[src/rtl/keypad_scanner.sv]
// 4x4 active-low key matrix scanner: rotates the column drive, samples the rows into a
// 16-bit frame and debounces whole frames into a single accepted key with a valid pulse.
module keypad_scanner #(
    parameter int SCAN_DIV       = 25000,
    parameter int DEBOUNCE_SCANS = 4
) (
    input  logic       clk,
    input  logic       reset,
    input  logic [3:0] keypad_row,
    output logic [3:0] keypad_col,
    output logic [3:0] key_code,
    output logic       key_valid,
    output logic       key_held
);
    localparam logic [31:0] DIV_LAST = 32'(SCAN_DIV - 1);
    localparam logic [3:0]  DEB_N    = 4'(DEBOUNCE_SCANS);

    typedef enum logic [1:0] {
        S_IDLE    = 2'd0,
        S_CONFIRM = 2'd1,
        S_HELD    = 2'd2
    } state_t;

    state_t      state_q, state_d;
    logic [31:0] div_q, div_d;
    logic [1:0]  col_idx_q, col_idx_d;
    logic [15:0] frame_q, frame_d;
    logic        frame_done_q, frame_done_d;
    logic [3:0]  cnt_q, cnt_d;
    logic [3:0]  rcnt_q, rcnt_d;
    logic [3:0]  cand_q, cand_d;
    logic [3:0]  key_code_q, key_code_d;
    logic        key_valid_q, key_valid_d;
    logic        key_held_q, key_held_d;

    logic        col_tick;
    logic [4:0]  frame_ones;
    logic [3:0]  frame_code;
    logic        frame_empty;
    logic        frame_single;

    assign col_tick = (div_q == DIV_LAST);

    // Column data is captured at the end of its period so the rows have had a full period to settle.
    always_comb begin
        div_d        = col_tick ? 32'd0 : div_q + 32'd1;
        col_idx_d    = col_tick ? col_idx_q + 2'd1 : col_idx_q;
        frame_d      = frame_q;
        if (col_tick) begin
            frame_d[{col_idx_q, 2'b00} +: 4] = ~keypad_row;
        end
        frame_done_d = col_tick && (col_idx_q == 2'd3);
    end

    always_comb begin
        frame_ones = 5'd0;
        frame_code = 4'd0;
        for (int i = 0; i < 16; i++) begin
            if (frame_q[i]) begin
                frame_ones = frame_ones + 5'd1;
                frame_code = 4'(i);
            end
        end
    end

    assign frame_empty  = (frame_ones == 5'd0);
    assign frame_single = (frame_ones == 5'd1);

    always_ff @(posedge clk) begin
        if (reset) begin
            div_q        <= 32'd0;
            col_idx_q    <= 2'd0;
            frame_q      <= 16'd0;
            frame_done_q <= 1'b0;
            state_q      <= S_IDLE;
            cnt_q        <= 4'd0;
            rcnt_q       <= 4'd0;
            cand_q       <= 4'd0;
            key_code_q   <= 4'd0;
            key_valid_q  <= 1'b0;
            key_held_q   <= 1'b0;
        end else begin
            div_q        <= div_d;
            col_idx_q    <= col_idx_d;
            frame_q      <= frame_d;
            frame_done_q <= frame_done_d;
            state_q      <= state_d;
            cnt_q        <= cnt_d;
            rcnt_q       <= rcnt_d;
            cand_q       <= cand_d;
            key_code_q   <= key_code_d;
            key_valid_q  <= key_valid_d;
            key_held_q   <= key_held_d;
        end
    end

    always_comb begin
        state_d     = state_q;
        cnt_d       = cnt_q;
        rcnt_d      = rcnt_q;
        cand_d      = cand_q;
        key_code_d  = key_code_q;
        key_valid_d = 1'b0;
        key_held_d  = key_held_q;
        if (frame_done_q) begin
            case (state_q)
                S_IDLE: begin
                    if (frame_single) begin
                        cand_d = frame_code;
                        cnt_d  = 4'd1;
                        if (DEB_N == 4'd1) begin
                            key_code_d  = frame_code;
                            key_valid_d = 1'b1;
                            key_held_d  = 1'b1;
                            rcnt_d      = 4'd0;
                            state_d     = S_HELD;
                        end else begin
                            state_d = S_CONFIRM;
                        end
                    end
                end
                S_CONFIRM: begin
                    if (frame_single && (frame_code == cand_q)) begin
                        cnt_d = cnt_q + 4'd1;
                        if (cnt_q + 4'd1 == DEB_N) begin
                            key_code_d  = cand_q;
                            key_valid_d = 1'b1;
                            key_held_d  = 1'b1;
                            rcnt_d      = 4'd0;
                            state_d     = S_HELD;
                        end
                    end else begin
                        cnt_d   = 4'd0;
                        state_d = S_IDLE;
                    end
                end
                S_HELD: begin
                    // Any non-empty frame, even a different key, just restarts the release count.
                    if (frame_empty) begin
                        rcnt_d = rcnt_q + 4'd1;
                        if (rcnt_q + 4'd1 == DEB_N) begin
                            key_held_d = 1'b0;
                            cnt_d      = 4'd0;
                            state_d    = S_IDLE;
                        end
                    end else begin
                        rcnt_d = 4'd0;
                    end
                end
                default: begin
                    state_d = S_IDLE;
                end
            endcase
        end
    end

    always_comb begin
        keypad_col = ~(4'b0001 << col_idx_q);
        key_code   = key_code_q;
        key_valid  = key_valid_q;
        key_held   = key_held_q;
    end

endmodule

[config.mk]
export PLATFORM = sky130hd
export DESIGN_NAME = keypad_scanner
export DESIGN_NICKNAME = d
export VERILOG_FILES = /design/src/rtl/keypad_scanner.sv
export SDC_FILE = /design/constraint.sdc
export NUM_CORES = 1
export LEC_CHECK = 0
export ABC_AREA = 1
export CAP_MARGIN = 30
export CORE_ASPECT_RATIO = 0.7
export CORE_MARGIN = 2
export CORE_UTILIZATION = 55
export CTS_BUF_LIST = sky130_fd_sc_hd__clkbuf_8
export CTS_CLUSTER_SIZE = 10
export DETAILED_ROUTE_END_ITERATION = 6
export PLACE_DENSITY = 0.84
export SLEW_MARGIN = 5
export SYNTH_ARGS = -nofsm -noshare
export SYNTH_HDL_FRONTEND = slang
export SYNTH_SLANG_ARGS = --single-unit
export TNS_END_PERCENT = 100
[constraint.sdc]
create_clock -name clk -period 21 [get_ports clk]
set_clock_uncertainty 0.15 [all_clocks]
set_input_delay 3.15 -clock clk [delete_from_list [all_inputs] [get_ports clk]]
set_output_delay 3.15 -clock clk [all_outputs]
set_load 0.01 [all_outputs]
==> results.cfg <==
[run_status]
status = finished clean

[worst_setup_path]
r2r_cells = 55
reg2reg_from = frame_q[0]
r2r-end = key_code[3]
startpoint_type = register
worst_path_most_repeated_cell = nand2_1
crit_required_ns = 21.03
cp.arrival_ns = 8.75
critical_path_class = reg -> reg
path_max_fanout = 6
crit_path_top_delay_cell = dfxtp_1
cpPeakStageDelay_ns = 0.36
crit_path_end_kind = register
rrSetupSlack_ns = 12.29

[routing]
wl_per_cell_um = 11.0
firstDrtPassIters = 5
vias = 4892
routed-wl-met2_um = 4500
met1_length_um = 5760
vias_per_cell = 5.03
highest_layer = met4
drtIter0Drc = 219
drtAntennaViolNets = 0
drcViolationCount = 0
route.met3.wl_um = 345
drt-total-wl_um = 10700

[cts]
htreeDepth = 3
clock-root-buffer = clkbuf_8
postCtsSetupBuffers = 0
ctsResizeCount = 0
path_clk_slew_ns = 0.08
clk_path_buf_depth = 2
cts_sinks = 71
ctsHoldBuffers = 0
cts_buffers = 9
clk_latency_ns = 0.35
cts_tree = yes

[power]
p_seq_frac = 0.518
p_comb_frac = 0.022
p_int_uw = 204
power_frac_clock = 0.460
power_density_nw_per_um2 = 45.5
cellLeakagePower_uw = 0.00284
sw_frac_of_total = 0.219
ir_drop_uv = 53.6
net-switching-power_uw = 57.1

[synthesis]
synth-edff-count = 0
yosysWarnings = 0
synth_top_family_by_area = simple AND/OR/NAND/NOR gates
synthTopCellsByCount = nand2_1, inv_1, nor2_1, nand3_1, dfxtp_1
synth_ff_type = dfxtp_1
yosysUniqueCellTypes = 40
ys_seq_elements = 71
synth_compound_gate_area_share = 0.0999
yosys.cell_count.top_type = nand2_1
synthTopCellsByArea = dfxtp_1, nand2_1, inv_1
synthXorXnorAreaFrac = 0.0217
synthMuxAreaShare = 0
synth-async-reset-ratio = 0
syn_nets = 859
synthSimpleGateAreaFrac = 0.428
synth_area_um2 = 5250
synth_cells = 824
synth_top_cell_by_area = dfxtp_1
synth-adder-area-share = 0.0691
postSynthAreaPerCell_um2 = 6.37
yosysSeqAreaShare = 0.271
synth_top_cell_area_share = 0.271

[placed_design]
io_buffers = 15
place_ws_ns = 12.42
place.gp.congestion = 0.831
post_dp_cell_area_um2 = 5530
dp.final_hpwl_um = 8210

[timing]
fin_crit_sh = 0.415
max_freq_mhz = 115
final_max_slew_viol_count = 0
tightest_slew_ns = 0.915
post-route-min-period_ns = 8.71
fin_setup_tns_ns = 0
setup_viol = 0
hold_viol_final = 0
rsz0062_at_grt = false
fin_ws_ns = 12.29
maxSlewHeadroom = 0.388

[run]
cap_viol_max_count = 0

[floorplan]
ios = 16
dieWidth_um = 121
start_util = 0.572
die_y_um = 85.7
rows = 29
die-area_um2 = 10400
core_um2 = 9180

[finish]
n_antenna_cell = 0
syn2layout_area_growth_pct = 9.51
final_design_area_no_fill_um2 = 5750
final_layout_size_suffix_gt1_frac = 0.110
nets = 878

[global_routing]
grt_pass1_wl_um = 18600
grt_pass1_vias = 4345
grt_max_degree = 25
grt_usage = 0.213
overflow = 0
antenna_found_initial = 0

[worst_hold_path]
hold_start = div_q[0]
worstHoldEndpoint = div_q[0]
hp-class = reg -> reg
min_path_cells = 1
[per-layer routing]
metal / global-route usage / up-vias
met3: 0.0326 / 10
met5: 0 / -
met1: 0.301 / 2128
li1: - / 2690
met2: 0.346 / 64
met4: 0.0455 / 0
[power groups by stage]
stage	Combinational, uW	Sequential, uW	Clock (uW)
6_report	5.86	135	120
5_1_grt	6.69	135	128
4_1_cts	5.85	135	123
3_5_place_dp	5.80	138	0
3_3_place_gp	5.69	138	0
2_1_floorplan	3.79	138	0
[worst max path at each step]
stage                     startpoint           to  slack (ns)
after floorplan           frame_q[0]    rcnt_q[1]       13.04
after global placement    frame_q[0]  key_code[1]       12.77
after detailed placement  frame_q[0]  key_code[0]       12.42
after CTS                 frame_q[0]  key_code[3]       12.28
after global routing      frame_q[0]  key_code[2]       11.60
final                     frame_q[0]  key_code[3]       12.29
[stage by stage]
stage	instances	hold WS (ns)	power (uW)	util
5_1_grt	972	0.333	270	0.626
3_5_place_dp	956	0.296	144	0.602
6_report	972	0.305	261	0.626
3_3_place_gp	956	0.284	144	0.602
2_1_floorplan	824	0.268	142	-
4_1_cts	972	0.310	264	0.626
[worst max-delay path: cells and delay by family (launching register included)]
family / cells / cell delay (ns)
AND/OR/NAND/NOR: 32 / 3.46
buffers and inverters: 6 / 0.44
flip-flops: 1 / 0.36
adder cells (fa/ha/maj): 14 / 3.87
AO/OA/AOI/OAI: 3 / 0.28
[state kept, by name (all words and copies together) (netlist names)]
| register | count |
|---|---|
| rcnt_q | 4 |
| frame_q | 16 |
| frame_done_q | 1 |
| key_held | 1 |
| cnt_q | 4 |
| div_q | 32 |
| col_idx_q | 2 |
| key_valid | 1 |
| state_q | 2 |
| key_code | 4 |
| cand_q | 4 |
[kinds of logic after synthesis]
| logic type | after synthesis |
|---|---|
| XOR/XNOR | 13 |
| flip-flops | 71 |
| AND/OR/NAND/NOR | 466 |
| AO/OA/AOI/OAI | 92 |
| adder cells (fa/ha/maj) | 29 |
| buffers and inverters | 153 |
[cell usage in the layout (no fill, tap or decap), types with 2 or more instances in the layout]
master and instances:
o21a_1 5, a21oi_1 44, nor3b_1 2, nand2_4 4, nor2_1 86, nor4_1 6, a211oi_1 13, clkdlybuf4s50_1 15
or2_2 3, nor2_2 2, clkinv_4 2, bufinv_16 2, nand4_1 15, nor3_1 19, nand3_2 15, ha_1 29
xnor2_1 4, xor2_1 9, dfxtp_1 71, clkbuf_8 9, nand3_1 80, a21boi_0 3, nand3b_1 5, o21ai_0 18
o21ai_1 5, inv_1 139, inv_2 6, nand2_2 42, nand2_1 179, and2_1 2
[cell type report]
class / count / area [um^2]
clock buffers: 9 / 124
clock inverters: 7 / 97.6
fillers: 842 / 3430
inverters: 146 / 549
multi-input cells: 600 / 3250
flip-flops and latches: 71 / 1420
well taps: 124 / 155
repair buffers: 15 / 150
Note: power is estimated with default switching activity, not from simulation.
